### config.mk
export PLATFORM = sky130hd
export DESIGN_NAME = if_prefetch_queue
export DESIGN_NICKNAME = d
export VERILOG_FILES = /design/src/rtl/if_prefetch_queue.sv
export SDC_FILE = /design/constraint.sdc
export NUM_CORES = 1
export LEC_CHECK = 0
export CORE_AREA = 2 2 170 172
export CTS_CLUSTER_SIZE = 12
export DETAILED_ROUTE_END_ITERATION = 16
export DIE_AREA = 0 0 172 174
export MAX_ROUTING_LAYER = met4
export PLACE_DENSITY = 0.72
export SLEW_MARGIN = 15
export SYNTH_ARGS = -nofsm -noshare
export SYNTH_HDL_FRONTEND = slang
export SYNTH_SLANG_ARGS = --single-unit
### constraint.sdc
create_clock -name clk -period 3.1 [get_ports clk]
set_clock_uncertainty 0.15 [all_clocks]
set_input_delay 0.62 -clock clk [delete_from_list [all_inputs] [get_ports clk]]
set_output_delay 0.62 -clock clk [all_outputs]
set_load 0.1 [all_outputs]
### src/rtl/if_prefetch_queue.sv
// rtl/if_prefetch_queue.sv - instruction prefetch queue with single outstanding fetch and redirect flush
// Optional feature: PREFETCH_BYPASS_EN presents an accepted response combinationally when the FIFO is empty.
module if_prefetch_queue #(
    parameter int unsigned DEPTH    = 4,
    parameter logic [31:0] RESET_PC = 32'h0000_3000
) (
    input  logic        clk,
    input  logic        reset,
    output logic        mem_req,
    output logic [31:0] mem_addr,
    input  logic        mem_gnt,
    input  logic        mem_rvalid,
    input  logic [31:0] mem_rdata,
    input  logic        redirect,
    input  logic [31:0] redirect_pc,
    output logic        out_valid,
    output logic [31:0] out_instr,
    output logic [31:0] out_pc,
    input  logic        out_ready
);
    localparam int unsigned AW = $clog2(DEPTH);
    localparam logic [AW:0] DEPTH_C = (AW + 1)'(DEPTH);

    typedef enum logic [1:0] {IDLE, REQ, WAIT} state_t;

    state_t        state;
    logic [31:0]   fetch_pc;
    logic [31:0]   req_pc;
    logic          discard;
    logic [AW:0]   count;
    logic [AW-1:0] rd_ptr;
    logic [AW-1:0] wr_ptr;
    logic [31:0]   instr_mem [DEPTH];
    logic [31:0]   pc_mem    [DEPTH];

    logic          accept;
    logic          push;
    logic          pop;
    logic [AW:0]   count_next;

    assign mem_req  = (state == REQ);
    assign mem_addr = fetch_pc;

    // A response only lands if its request is still wanted: not flushed earlier and not flushed now.
    assign accept = (state == WAIT) && mem_rvalid && !discard && !redirect;
    assign pop    = (count != '0) && out_ready;

`ifdef PREFETCH_BYPASS_EN
    logic bypass;
    assign bypass    = accept && (count == '0);
    assign push      = accept && !(bypass && out_ready);
    assign out_valid = (count != '0) || bypass;
    assign out_instr = bypass ? mem_rdata : instr_mem[rd_ptr];
    assign out_pc    = bypass ? req_pc    : pc_mem[rd_ptr];
`else
    assign push      = accept;
    assign out_valid = (count != '0);
    assign out_instr = instr_mem[rd_ptr];
    assign out_pc    = pc_mem[rd_ptr];
`endif

    assign count_next = count + {{AW{1'b0}}, push} - {{AW{1'b0}}, pop};

    always_ff @(posedge clk or negedge reset) begin
        if (!reset) begin
            state    <= IDLE;
            fetch_pc <= RESET_PC;
            req_pc   <= RESET_PC;
            discard  <= 1'b0;
            count    <= '0;
            rd_ptr   <= '0;
            wr_ptr   <= '0;
            for (int i = 0; i < int'(DEPTH); i++) begin
                instr_mem[i] <= '0;
                pc_mem[i]    <= '0;
            end
        end else begin
            if (push) begin
                instr_mem[wr_ptr] <= mem_rdata;
                pc_mem[wr_ptr]    <= req_pc;
            end
            if (redirect) begin
                count    <= '0;
                rd_ptr   <= '0;
                wr_ptr   <= '0;
                fetch_pc <= redirect_pc & ~32'd3;
                // A response returning in this same cycle closes the transaction, so nothing is left to discard.
                case (state)
                    IDLE: state <= REQ;
                    REQ: begin
                        if (mem_gnt) begin
                            state   <= WAIT;
                            discard <= 1'b1;
                        end
                    end
                    WAIT: begin
                        if (mem_rvalid) begin
                            state   <= REQ;
                            discard <= 1'b0;
                        end else begin
                            discard <= 1'b1;
                        end
                    end
                    default: state <= IDLE;
                endcase
            end else begin
                count <= count_next;
                if (push) wr_ptr <= wr_ptr + AW'(1);
                if (pop)  rd_ptr <= rd_ptr + AW'(1);
                case (state)
                    IDLE: begin
                        if (count_next < DEPTH_C) state <= REQ;
                    end
                    REQ: begin
                        if (mem_gnt) begin
                            state    <= WAIT;
                            req_pc   <= fetch_pc;
                            fetch_pc <= fetch_pc + 32'd4;
                        end
                    end
                    WAIT: begin
                        if (mem_rvalid) begin
                            discard <= 1'b0;
                            state   <= (count_next < DEPTH_C) ? REQ : IDLE;
                        end
                    end
                    default: state <= IDLE;
                endcase
            end
        end
    end
endmodule

==> impl_metrics.yaml <==
yosys:
  yosys.area_share.adder_pct: 1.115
  post-synth-top-area-fraction_pct: 55.57
  synthesis.yosys.warnings: 0
  average_cell_area_after_synthesis_sq_um: 14.98
  synth-xor-area-share_pct: 1.150
  yosys.area_share.simple_pct: 4.663
  synth_seq_area_share_pct: 56.31
  main_combinational_cell_family_by_area_after_synthesis: "multiplexers"
  synth_enable_flop_cells: 0
  synth.distinct_cells: 45
  ys_top_cells_by_area: "dfrtp_1, mux2_2, mux4_2"
  synth-compound-area-share_pct: 2.619
  synth-seq-cells: 318
  synth_async_sr_flop_share_pct: 100.0
  yosys-mux-area-fraction_pct: 31.92
  synthCells: 944
  synth_area_leader_cell: "dfrtp_1"
  synth_area_sq_um: 14140
  synth_ff_type: "dfrtp_1"
layout:
  multiInputGateArea_sq_um: 5914
  share_of_layout_cells_above_drive_strength_1_pct: 46.70
  layout_commonest_cell: "dfrtp_1"
  final_net_count: 1200
  area.sequential_sq_um: 7968
  diodes: 0
  final_cell_count_no_fill: 1521
  area_added_between_synthesis_and_finish_pct: 27.17
  mostFrequentLayoutCells: "dfrtp_1, mux2_2, buf_12"
  fillers: 2138
  final_cell_area_sq_um: 17980
global_routing:
  grt-busiest-layer: "met2"
  gr-usage-met2_pct: 34.47
  groute.layer.met3.usage_pct: 3.893
  grt_pass1_vias: 9182
  grt.overflow.total: 0
  grt_usage_pct: 21.85
  pin_count_of_the_biggest_net_entering_global_routing: 66
  gr-usage-met1_pct: 30.10
  antenna_found_initial: 0
  first_pass_grt_wire_length_mm: 49.84
detailed_routing:
  initialDrtViolationCount: 381
  final_antenna_net_count: 0
  route.vias.total: 8609
  drtPass1Iterations: 4
  post_detailed_route_via_to_cell_ratio: 5.660
  drcViolationCount: 0
  post_drt_wl_per_cell_um: 20.32
  finalWirelength_mm: 30.91
pwr:
  power_density_nw_per_um2: 787.6
  peakVddDrop_mv: 0.5828
  static-leakage-power_nw: 8.444
  overall_power_mw: 14.16
sta:
  tns_ns: 0
  hold_violation_count_in_the_final_report: 0
  max_freq_mhz: 344.7
  timing.max_slew.rel_slack_pct: 66.66
  post-route-min-period_ns: 2.901
  setup_repair_after_global_routing_missed_its_margin: "no"
  timing.final.max_slew_violations: 0
  setup-violations-final: 0
  final.period_utilization_pct: 93.59
  worst_slew_pin_slew_ns: 0.4986
worst_setup_path:
  criticalPathCategory: "primary input to flip-flop"
  critical_path_arrival_ns: 3.16
  reg2regPathDepth: 14
  critPathCaptureType: "flip-flop"
  worst-endpoint-required_ns: 3.36
  crit_path_start_kind: "primary input"
  critical_path.max_fanout: 3
placed_design:
  numPortBuffers: 161
  dpl-instance-area_sq_um: 16850
  detailed_place_hpwl_mm: 19.78
  place.detailed.instances: 1459
  replace_congestion: 0.8179
floorplan:
  die_area_sq_um: 29930
  initial_utilization_pct: 50.08
  die_x_um: 172
  coreArea_sq_um: 28240
  floorplan.rows: 62
  ioPinCount: 168
  floorplan.die.height_um: 174
flow_run:
  drv_cap: 0
clock_tree:
  clkTransAtPathRegs_ns: 0.05
  clockRootBuffer: "clkbuf_16"
  cts_tree: "built"
  cts_htree_levels: 2
  cts.sinks: 318
  cts_inserted_buffers: 35
  clk_latency_ns: 0.50
  clock_path_buffers: 3
worst_hold_path:
  hold-path-cell-count: 1
  hold_path.class: "flip-flop to flip-flop"
outcome:
  status: "finished, final reports clean"
-- routing by layer --
layer / vias to the layer above / routed length (um)
li1: 3847 / -
met1: 4509 / 14070
met2: 218 / 14830
met3: 35 / 1622
met4: 0 / 380
met5: - / 0
-- sequential cells by signal, indices dropped and copies added (netlist names) --
name and cells:
rd_ptr 2, count 3, req_pc 30, wr_ptr 2, state 2, mem_addr 30
pc_mem 120, instr_mem 128, discard 1
-- cells in the mapped netlist (all sizes together) (7+ instances only) --
master and n:
mux2 276, clkbuf 44, xnor2 9, or4 12, buf 18, nor2 21
inv 12, nand3 13, ha 11, nand4 14, mux4 62, o31ai 9
dfrtp 314, o21ai 24, a31oi 13, nand2 34, xor2 7
-- area by class of cell --
class / instances / share of cell area (%)
clock inverters: 5 / 0.2783
multi-input cells: 555 / 32.89
inverters: 12 / 0.2505
clock buffers: 51 / 5.719
repair buffers: 196 / 13.89
well taps: 384 / 2.672
flip-flops and latches: 318 / 44.31
-- through the flow --
stage          util [%]  hold WS [ns]  setup WS, ns
6_report          63.69        0.3475        0.1987
4_1_cts           63.54        0.3507       0.02460
2_1_floorplan         -        0.1744       0.04090
3_5_place_dp      59.68        0.3379       -0.4041
3_3_place_gp      59.68        0.3316       -0.3293
5_1_grt           63.69        0.3607      0.001896
-- worst paths after layout --
path / startpoint / end / slack (ns)
max: mem_rvalid / state[0] / 0.20
min reg2reg: instr_mem[49] / instr_mem[49] / 0.35
max reg2reg: state[0] / state[0] / 0.21
min in group asynchronous: reset / instr_mem[86] / 0.51
min: instr_mem[49] / instr_mem[49] / 0.35
max in group asynchronous: reset / req_pc[13] / 1.52
-- logic make-up after synthesis --
family / Yosys count
buffers and inverters: 74
flip-flops: 318
XOR/XNOR: 17
multiplexers: 339
AND/OR/NAND/NOR: 124
other: 1
AO/OA/AOI/OAI: 59
adder cells (fa/ha/maj): 12
-- power breakdown --
| part | leakage [nW] | switching [mW] | internal (mW) | total [mW] |
|---|---|---|---|---|
| Combinational | 3.63 | 3.10 | 1.95 | 5.05 |
| Sequential | 4.28 | 0.518 | 4.67 | 5.19 |
| Clock | 0.532 | 1.56 | 2.37 | 3.93 |
-- worst max-delay path: stages --
cell,delay [ns]
clkdlybuf4s50_1,0.50
nand2_1,0.09
nor3_2,0.22
inv_1,0.07
ha_1,0.26
inv_1,0.06
ha_1,0.14
inv_1,0.05
fa_2,0.33
xnor3_1,0.21
o32a_1,0.40
o21ai_1,0.09
o2bb2ai_1,0.13
-- timing repair --
action,CTS,global route
resized for setup,0,4
hold buffers,1,0
endpoints found under the setup margin,0,11
buffers inserted,0,5
endpoints found under the hold margin,55,0
Note: power is estimated with default switching activity, not from simulation.
